## src/rtl/cam_traffic_gen_if.sv

```systemverilog
// CAM request/response, transaction report and status bundle for cam_traffic_gen.
// master = generator side, slave = CAM / observer side.
interface cam_traffic_gen_if #(
  parameter int KEY_W = 16,
  parameter int VAL_W = 16
);
  logic             start;
  logic             cam_valid;
  logic             cam_rw_n;
  logic [KEY_W-1:0] cam_key;
  logic [VAL_W-1:0] cam_wdata;
  logic [VAL_W-1:0] cam_rdata;
  logic             cam_rvalid;
  logic             tr_valid;
  logic             tr_rw_n;
  logic [KEY_W-1:0] tr_key;
  logic [VAL_W-1:0] tr_wdata;
  logic [VAL_W-1:0] tr_rdata;
  logic             tr_hit;
  logic             busy;
  logic             done;
  logic [7:0]       err_cnt;

  modport master (
    input  start, cam_rdata, cam_rvalid,
    output cam_valid, cam_rw_n, cam_key, cam_wdata,
    output tr_valid, tr_rw_n, tr_key, tr_wdata, tr_rdata, tr_hit,
    output busy, done, err_cnt
  );

  modport slave (
    output start, cam_rdata, cam_rvalid,
    input  cam_valid, cam_rw_n, cam_key, cam_wdata,
    input  tr_valid, tr_rw_n, tr_key, tr_wdata, tr_rdata, tr_hit,
    input  busy, done, err_cnt
  );
endinterface

```

## src/rtl/cam_traffic_gen.sv

```systemverilog
// CAM traffic generator: fill, overwrite, write-then-read, read-back check and evict phases,
// one report per operation. Macro CAM_TG_RAND_EN adds an unchecked LFSR-driven RAND phase.
module cam_traffic_gen #(
  parameter int               KEY_W    = 16,
  parameter int               VAL_W    = 16,
  parameter int               DEPTH    = 8,
  parameter logic [KEY_W-1:0] BASE_KEY = KEY_W'(16'h0100),
  parameter int               RAND_OPS = 64
) (
  input logic               clk,
  input logic               rst_n,
  cam_traffic_gen_if.master bus
);
  // state | meaning
  // IDLE  | no sequence run since reset, waiting for start
  // FILL  | write BASE_KEY+i with f(key), i = 0..DEPTH-1
  // WW    | write BASE_KEY with 16'h1111, then with f(BASE_KEY)
  // WR    | write BASE_KEY+1, then read it back (checked)
  // HIT   | read BASE_KEY+i, i = 0..DEPTH-1 (checked)
  // EVICT | write BASE_KEY+DEPTH+i, i = 0..DEPTH-1
  // RAND  | RAND_OPS LFSR-driven unchecked ops (CAM_TG_RAND_EN only)
  // DONE  | sequence complete, waiting for start

  localparam int               IDX_W    = $clog2(DEPTH);
  localparam logic [IDX_W-1:0] IDX_LAST = IDX_W'(DEPTH - 1);

  typedef enum logic [2:0] {
    IDLE  = 3'd0,
    FILL  = 3'd1,
    WW    = 3'd2,
    WR    = 3'd3,
    HIT   = 3'd4,
    EVICT = 3'd5,
`ifdef CAM_TG_RAND_EN
    RAND  = 3'd6,
`endif
    DONE  = 3'd7
  } state_t;

  typedef struct packed {
    logic             valid;
    logic             rw_n;
    logic [KEY_W-1:0] key;
    logic [VAL_W-1:0] wdata;
    logic             chk;
  } op_t;

  function automatic logic [VAL_W-1:0] f_val(input logic [KEY_W-1:0] k);
    logic [31:0] x;
    x = 32'(k) ^ 32'h0000_A5A5;
    return x[VAL_W-1:0];
  endfunction

  function automatic op_t op_wr(input logic [KEY_W-1:0] k, input logic [VAL_W-1:0] d);
    op_t o;
    o.valid = 1'b1;
    o.rw_n  = 1'b0;
    o.key   = k;
    o.wdata = d;
    o.chk   = 1'b0;
    return o;
  endfunction

  function automatic op_t op_rd(input logic [KEY_W-1:0] k);
    op_t o;
    o.valid = 1'b1;
    o.rw_n  = 1'b1;
    o.key   = k;
    o.wdata = '0;
    o.chk   = 1'b1;
    return o;
  endfunction

  state_t           r_state;
  logic [IDX_W-1:0] r_idx;
  op_t              r_op;
  logic             r_tr_valid;
  logic             r_tr_rw_n;
  logic [KEY_W-1:0] r_tr_key;
  logic [VAL_W-1:0] r_tr_wdata;
  logic [VAL_W-1:0] r_tr_rdata;
  logic             r_tr_hit;
  logic             r_chk_pend;
  logic [VAL_W-1:0] r_chk_exp;
  logic [7:0]       r_err;
  logic             r_busy;
  logic             r_done;

  logic             w_last;
  logic [IDX_W-1:0] w_idx_inc;
  logic [KEY_W-1:0] w_key_b1;
  logic [KEY_W-1:0] w_key_lo_nxt;
  logic [KEY_W-1:0] w_key_ev0;
  logic [KEY_W-1:0] w_key_hi_nxt;
  logic             w_rd_op;
  logic             w_mis;

  assign w_last       = (r_idx == IDX_LAST);
  assign w_idx_inc    = r_idx + IDX_W'(1);
  assign w_key_b1     = BASE_KEY + KEY_W'(1);
  assign w_key_lo_nxt = BASE_KEY + KEY_W'(w_idx_inc);
  assign w_key_ev0    = BASE_KEY + KEY_W'(DEPTH);
  assign w_key_hi_nxt = w_key_ev0 + KEY_W'(w_idx_inc);
  assign w_rd_op      = r_op.valid && r_op.rw_n;
  // r_tr_hit/r_tr_rdata hold the read sample that r_chk_pend refers to.
  assign w_mis        = r_chk_pend && (!r_tr_hit || (r_tr_rdata != r_chk_exp));

`ifdef CAM_TG_RAND_EN
  localparam int RC_W = $clog2(RAND_OPS + 1);

  logic [15:0]     r_lfsr;
  logic [RC_W-1:0] r_rand_cnt;
  logic [15:0]     w_lfsr_nxt;
  logic            w_rand_last;

  assign w_lfsr_nxt  = {r_lfsr[14:0], r_lfsr[15] ^ r_lfsr[13] ^ r_lfsr[12] ^ r_lfsr[10]};
  assign w_rand_last = (r_rand_cnt == '0);

  function automatic op_t op_rand(input logic [15:0] l);
    op_t        o;
    logic [4:0] off;
    off     = {1'b0, l[4:1]} & 5'(2 * DEPTH - 1);
    o.valid = 1'b1;
    o.rw_n  = l[0];
    o.key   = BASE_KEY + KEY_W'(off);
    o.wdata = VAL_W'(l);
    o.chk   = 1'b0;
    return o;
  endfunction
`endif

  always_ff @(posedge clk or negedge rst_n) begin
    if (!rst_n) begin
      r_state    <= IDLE;
      r_idx      <= '0;
      r_op       <= '0;
      r_tr_valid <= 1'b0;
      r_tr_rw_n  <= 1'b0;
      r_tr_key   <= '0;
      r_tr_wdata <= '0;
      r_tr_rdata <= '0;
      r_tr_hit   <= 1'b0;
      r_chk_pend <= 1'b0;
      r_chk_exp  <= '0;
      r_err      <= '0;
      r_busy     <= 1'b0;
      r_done     <= 1'b0;
`ifdef CAM_TG_RAND_EN
      r_lfsr     <= 16'hACE1;
      r_rand_cnt <= '0;
`endif
    end else begin
      r_tr_valid <= r_op.valid;
      r_tr_rw_n  <= r_op.rw_n;
      r_tr_key   <= r_op.key;
      r_tr_wdata <= r_op.wdata;
      r_tr_rdata <= w_rd_op ? bus.cam_rdata : '0;
      r_tr_hit   <= w_rd_op && bus.cam_rvalid;
      r_chk_pend <= w_rd_op && r_op.chk;
      r_chk_exp  <= f_val(r_op.key);
      if (w_mis && (r_err != 8'hFF)) r_err <= r_err + 8'd1;

      case (r_state)
        IDLE, DONE: begin
          if (bus.start) begin
            r_state <= FILL;
            r_idx   <= '0;
            r_op    <= op_wr(BASE_KEY, f_val(BASE_KEY));
            r_busy  <= 1'b1;
            r_done  <= 1'b0;
            r_err   <= '0;
          end
        end
        FILL: begin
          if (w_last) begin
            r_state <= WW;
            r_idx   <= '0;
            r_op    <= op_wr(BASE_KEY, VAL_W'(16'h1111));
          end else begin
            r_idx <= w_idx_inc;
            r_op  <= op_wr(w_key_lo_nxt, f_val(w_key_lo_nxt));
          end
        end
        WW: begin
          if (r_idx == '0) begin
            r_idx <= w_idx_inc;
            r_op  <= op_wr(BASE_KEY, f_val(BASE_KEY));
          end else begin
            r_state <= WR;
            r_idx   <= '0;
            r_op    <= op_wr(w_key_b1, f_val(w_key_b1));
          end
        end
        WR: begin
          if (r_idx == '0) begin
            r_idx <= w_idx_inc;
            r_op  <= op_rd(w_key_b1);
          end else begin
            r_state <= HIT;
            r_idx   <= '0;
            r_op    <= op_rd(BASE_KEY);
          end
        end
        HIT: begin
          if (w_last) begin
            r_state <= EVICT;
            r_idx   <= '0;
            r_op    <= op_wr(w_key_ev0, f_val(w_key_ev0));
          end else begin
            r_idx <= w_idx_inc;
            r_op  <= op_rd(w_key_lo_nxt);
          end
        end
        EVICT: begin
          if (w_last) begin
`ifdef CAM_TG_RAND_EN
            r_state    <= RAND;
            r_idx      <= '0;
            r_op       <= op_rand(r_lfsr);
            r_lfsr     <= w_lfsr_nxt;
            r_rand_cnt <= RC_W'(RAND_OPS - 1);
`else
            r_state <= DONE;
            r_idx   <= '0;
            r_op    <= '0;
            r_busy  <= 1'b0;
            r_done  <= 1'b1;
`endif
          end else begin
            r_idx <= w_idx_inc;
            r_op  <= op_wr(w_key_hi_nxt, f_val(w_key_hi_nxt));
          end
        end
`ifdef CAM_TG_RAND_EN
        RAND: begin
          if (w_rand_last) begin
            r_state <= DONE;
            r_op    <= '0;
            r_busy  <= 1'b0;
            r_done  <= 1'b1;
          end else begin
            r_op       <= op_rand(r_lfsr);
            r_lfsr     <= w_lfsr_nxt;
            r_rand_cnt <= r_rand_cnt - RC_W'(1);
          end
        end
`endif
        default: begin
          r_state <= IDLE;
          r_op    <= '0;
          r_busy  <= 1'b0;
          r_done  <= 1'b0;
        end
      endcase
    end
  end

  assign bus.cam_valid = r_op.valid;
  assign bus.cam_rw_n  = r_op.rw_n;
  assign bus.cam_key   = r_op.key;
  assign bus.cam_wdata = r_op.wdata;
  assign bus.tr_valid  = r_tr_valid;
  assign bus.tr_rw_n   = r_tr_rw_n;
  assign bus.tr_key    = r_tr_key;
  assign bus.tr_wdata  = r_tr_wdata;
  assign bus.tr_rdata  = r_tr_rdata;
  assign bus.tr_hit    = r_tr_hit;
  assign bus.busy      = r_busy;
  assign bus.done      = r_done;
  assign bus.err_cnt   = r_err;
endmodule
```

## src/flat_wrapper.sv

```systemverilog
// flat-port wrapper written by rule: the top's interface ports become plain ports
module cam_traffic_gen_flat 
#(
  parameter int               KEY_W    = 16,
  parameter int               VAL_W    = 16,
  parameter int               DEPTH    = 8,
  parameter logic [KEY_W-1:0] BASE_KEY = KEY_W'(16'h0100),
  parameter int               RAND_OPS = 64
)
  (clk, rst_n, bus_start, bus_cam_rdata, bus_cam_rvalid, bus_cam_valid, bus_cam_rw_n, bus_cam_key, bus_cam_wdata, bus_tr_valid, bus_tr_rw_n, bus_tr_key, bus_tr_wdata, bus_tr_rdata, bus_tr_hit, bus_busy, bus_done, bus_err_cnt);
  cam_traffic_gen_if #(.KEY_W(KEY_W), .VAL_W(VAL_W)) bus_i ();
  input logic clk;
  input logic rst_n;
  input wire logic [$bits(bus_i.start)-1:0] bus_start;
  input wire logic [$bits(bus_i.cam_rdata)-1:0] bus_cam_rdata;
  input wire logic [$bits(bus_i.cam_rvalid)-1:0] bus_cam_rvalid;
  output wire logic [$bits(bus_i.cam_valid)-1:0] bus_cam_valid;
  output wire logic [$bits(bus_i.cam_rw_n)-1:0] bus_cam_rw_n;
  output wire logic [$bits(bus_i.cam_key)-1:0] bus_cam_key;
  output wire logic [$bits(bus_i.cam_wdata)-1:0] bus_cam_wdata;
  output wire logic [$bits(bus_i.tr_valid)-1:0] bus_tr_valid;
  output wire logic [$bits(bus_i.tr_rw_n)-1:0] bus_tr_rw_n;
  output wire logic [$bits(bus_i.tr_key)-1:0] bus_tr_key;
  output wire logic [$bits(bus_i.tr_wdata)-1:0] bus_tr_wdata;
  output wire logic [$bits(bus_i.tr_rdata)-1:0] bus_tr_rdata;
  output wire logic [$bits(bus_i.tr_hit)-1:0] bus_tr_hit;
  output wire logic [$bits(bus_i.busy)-1:0] bus_busy;
  output wire logic [$bits(bus_i.done)-1:0] bus_done;
  output wire logic [$bits(bus_i.err_cnt)-1:0] bus_err_cnt;
  assign bus_i.start = bus_start;
  assign bus_i.cam_rdata = bus_cam_rdata;
  assign bus_i.cam_rvalid = bus_cam_rvalid;
  assign bus_cam_valid = bus_i.cam_valid;
  assign bus_cam_rw_n = bus_i.cam_rw_n;
  assign bus_cam_key = bus_i.cam_key;
  assign bus_cam_wdata = bus_i.cam_wdata;
  assign bus_tr_valid = bus_i.tr_valid;
  assign bus_tr_rw_n = bus_i.tr_rw_n;
  assign bus_tr_key = bus_i.tr_key;
  assign bus_tr_wdata = bus_i.tr_wdata;
  assign bus_tr_rdata = bus_i.tr_rdata;
  assign bus_tr_hit = bus_i.tr_hit;
  assign bus_busy = bus_i.busy;
  assign bus_done = bus_i.done;
  assign bus_err_cnt = bus_i.err_cnt;
  cam_traffic_gen #(.KEY_W(KEY_W), .VAL_W(VAL_W), .DEPTH(DEPTH), .BASE_KEY(BASE_KEY), .RAND_OPS(RAND_OPS)) u_core (.clk(clk), .rst_n(rst_n), .bus(bus_i));
endmodule
```

## config.mk

```make
export PLATFORM = sky130hd
export DESIGN_NAME = cam_traffic_gen_flat
export DESIGN_NICKNAME = d
export VERILOG_FILES = /design/src/rtl/cam_traffic_gen_if.sv /design/src/rtl/cam_traffic_gen.sv /design/src/flat_wrapper.sv
export SDC_FILE = /design/constraint.sdc
export NUM_CORES = 1
export LEC_CHECK = 0
export BUFFER_PORTS_ARGS = -buffer_cell sky130_fd_sc_hd__clkbuf_2
export CORE_MARGIN = 3
export CORE_UTILIZATION = 40
export DETAILED_ROUTE_END_ITERATION = 7
export GPL_ROUTABILITY_DRIVEN = 1
export PLACE_DENSITY = 0.67
export SYNTH_ARGS = -nofsm -noshare
export SYNTH_HDL_FRONTEND = slang
export SYNTH_SLANG_ARGS = --single-unit
```

## constraint.sdc

```tcl
create_clock -name clk -period 3.3 [get_ports clk]
set_input_delay 0.33 -clock clk [delete_from_list [all_inputs] [get_ports clk]]
set_output_delay 0.33 -clock clk [all_outputs]
set_load 0.03 [all_outputs]
```

==> flow_summary_export.csv <==
group,metric,value,unit
routing,drt-initial-drc-count,149,
final_layout,nNetsFinal,393,
timing,maxSlewViolCount,0,
logic_synthesis,yosysUniqueCellTypes,50,
timing,hold_violations,0,
clock_tree,clk_pin_slew,0.07,ns
timing,period_minus_slack,2.054,ns
logic_synthesis,synth_area_per_cell,9.997,µm²
logic_synthesis,synthArstFlopShare,1.000,
routing,wl_per_cell,14.47,µm
die,dieArea,0.008733,mm²
clock_tree,clock_latency,0.34,ns
setup_path,path_class,"register to register",
routing,viasPerCell,4.979,
timing,clock.fmax,0.4869,GHz
setup_path,cp-end-kind,"register",
timing,fin_tns_setup,0,ns
timing,rsz0062_at_grt,"false",
clock_tree,numCtsBuffers,9,
die,io_pins,115,
clock_tree,htreeDepth,3,
setup_path,worstPathArrival,2.31,ns
final_layout,layout-drive-gt1-share,0.2949,
place,gp_congestion,0.8636,
status,status,"finished, final reports clean",
global_routing,grt_max_degree,40,
hold_path,min_path_type,"input pin to register",
die,core_area,0.007331,mm²
timing,fin_crit_sh,0.6224,
global_routing,grt_usage,0.1678,
setup_path,start_kind,"register",
logic_synthesis,yosys-top-cells-area,"dfrtp_1, buf_4, and3_1",
pwr,power_density,1042,mW/mm²
timing,finalSetupViolCount,0,
pwr,p_leak,1.793,nW
setup_path,cp.required,3.56,ns
routing,final_antenna_net_count,0,
place,io_buffers,84,
die,die_w,93.45,µm
pwr,peakVddDrop,0.3309,mV
final_layout,final_cell_area,0.003476,mm²
logic_synthesis,post-synth-top-area-cell,"dfrtp_1",
final_layout,antenna_cells,0,
routing,firstDrtPassIters,5,
timing,clock_skew,0.009519,ns
global_routing,first_global_vias,2234,
logic_synthesis,synth-warning-count,0,
clock_tree,clockBufferDepth,2,
place,hpwl,4.785,mm
setup_path,worst-path-max-fanout,32,
routing,dr_total_vias,2350,
flow_run,maxCapViolations,0,
logic_synthesis,synth_edf_count,0,
global_routing,grt_pass1_wl,11.18,mm
final_layout,syn_to_final_growth,13.62,%
global_routing,grt.overflow.total,0,
routing,wirelength,6.830,mm
global_routing,antenna_found_initial,0,
logic_synthesis,syn-instance-count,306,
clock_tree,cts_tree,"built",
place,place_area,0.003288,mm²
logic_synthesis,yosysTopAreaCellShare,0.4908,
die,die_h,93.45,µm
die,rows,31,
logic_synthesis,ys_seq_area_frac,0.4908,
logic_synthesis,ys_ff_latch,60,
timing,tightestPinTransition,0.8452,ns
timing,maxSlewHeadroom,0.4365,
clock_tree,clockRootBuffer,"clkbuf_8",
logic_synthesis,syn_area,0.003059,mm²
clock_tree,cts.sinks,60,
routing,post-route-drc-count,0,
die,start_util,0.4173,
logic_synthesis,synth_ff_type,"dfrtp_1",
==> registers in the layout, summed over array words and instances, names as in the netlist, 2 cells and up <==
signal and flops:
u_core.bus.tr_rdata 16, u_core.bus.err_cnt 8, u_core.r_chk_exp 6, u_core.bus.cam_key 5, u_core.bus.cam_wdata 5, u_core.bus.tr_wdata 5, u_core.r_idx 3, u_core.r_state 3
u_core.bus.tr_key 2
==> layer usage <==
metal,vias up,share of wire,GRT usage
met2,84,0.48,0.2644
met3,8,0.066,0.04666
li1,1120,-,-
met1,1138,0.44,0.2175
met4,0,0.013,0.06716
met5,-,0,0
==> final cells by class <==
cell class / count / area [µm²]
Clock buffer: 10 / 137.6
Clock inverter: 6 / 40.04
Fill cell: 722 / 3855
Inverter: 13 / 48.80
Multi-Input combinational cell: 198 / 1186
Sequential cell: 60 / 1501
Tap cell: 99 / 123.9
Timing Repair Buffer: 86 / 437.9
==> kinds of logic (layout without fill, tap and decap cells) <==
family / Yosys count / after routing / synth area share
XOR/XNOR: 8 / 8 / 0.02290
multiplexers: 2 / 2 / 0.006544
AND/OR/NAND/NOR: 89 / 89 / 0.1599
flip-flops: 60 / 60 / 0.4908
adder cells (fa/ha/maj): 5 / 5 / 0.02045
AO/OA/AOI/OAI: 63 / 63 / 0.1399
buffers and inverters: 77 / 115 / 0.1571
other: 2 / 31 / 0.002455
==> power breakdown <==
part           switching (W)  internal [W]
combinational        0.00109      0.000546
sequential          0.000374       0.00101
clock               0.000311      0.000289
total                0.00178       0.00184
==> per-stage QoR <==
stage / total power (W) / utilization / setup WS (ns) / hold slack (ns) / cells
after floorplan: 0.002675 / - / 1.511 / 0.03441 / 335
after global placement: 0.003017 / 0.4485 / 1.350 / 0.3348 / 455
after detailed placement: 0.003040 / 0.4485 / 1.290 / 0.3449 / 455
after CTS: 0.003644 / 0.4741 / 1.284 / 0.2042 / 472
after global routing: 0.003887 / 0.4741 / 1.040 / 0.2026 / 472
final: 0.003622 / 0.4741 / 1.246 / 0.2135 / 472
==> timing repair <==
| item | CTS | global route |
|---|---|---|
| hold buffers | 1 | 0 |
| gates resized for setup | 0 | 0 |
| buffers inserted | 0 | 0 |
| hold endpoints to repair | 21 | 0 |
==> cell usage in the layout (no fill, tap or decap), drive strengths merged, types with 3 or more instances in the layout <==
| master | synthesis | layout |
|---|---|---|
| or4 | 4 | 4 |
| o211ai | 3 | 3 |
| clkbuf | 11 | 94 |
| nor3 | 3 | 3 |
| nand2 | 22 | 22 |
| a21oi | 13 | 13 |
| dfrtp | 60 | 60 |
| o31ai | 4 | 4 |
| conb | 2 | 31 |
| and2 | 3 | 3 |
| or3 | 3 | 3 |
| o21ai | 21 | 21 |
| and3 | 22 | 22 |
| nor2 | 13 | 13 |
| a32o | 4 | 4 |
| xnor2 | 8 | 8 |
| ha | 5 | 5 |
| clkinvlp | 0 | 4 |
| inv | 13 | 13 |
| nand4 | 6 | 6 |
| nand2b | 3 | 3 |
| a31oi | 3 | 3 |
==> final timing paths <==
check / slack [ns] / cells past startpoint / startpoint / end
min in group asynchronous: 0.49 / 2 / rst_n / u_core.bus.tr_rdata[12]$_DFF_PN0_
min: 0.21 / 2 / bus_cam_rdata[12] / u_core.bus.tr_rdata[12]$_DFF_PN0_
max in group asynchronous: 1.89 / 3 / rst_n / u_core.r_chk_exp[1]$_DFF_PN0_
max: 1.25 / 5 / u_core.r_state[1]$_DFFE_PN0P_ / u_core.bus.err_cnt[5]$_DFF_PN0_
max reg2reg: 1.25 / 5 / u_core.r_state[1]$_DFFE_PN0P_ / u_core.bus.err_cnt[5]$_DFF_PN0_
min reg2reg: 0.42 / 0 / u_core.bus.cam_wdata[1]$_DFFE_PN0N_ / u_core.bus.tr_wdata[1]$_DFF_PN0_
==> synthesized netlist by cell type, types with 4 or more instances <==
cell	n
a32o_1	4
nand2_1	22
or4_1	4
nand4_1	6
and3_1	21
buf_4	48
nor2_1	13
a21oi_1	13
clkbuf_1	11
ha_1	5
inv_1	12
xnor2_1	8
o21ai_0	21
o31ai_1	4
dfrtp_1	60
==> worst max-delay path: stages, from the launching register on <==
cell and delay (ns):
dfrtp_1 0.90, nor3_1 0.17, nor2_1 0.17, nor2_1 0.14
or4_1 0.51, o21ai_0 0.08
(Power assumes the default switching activity.)
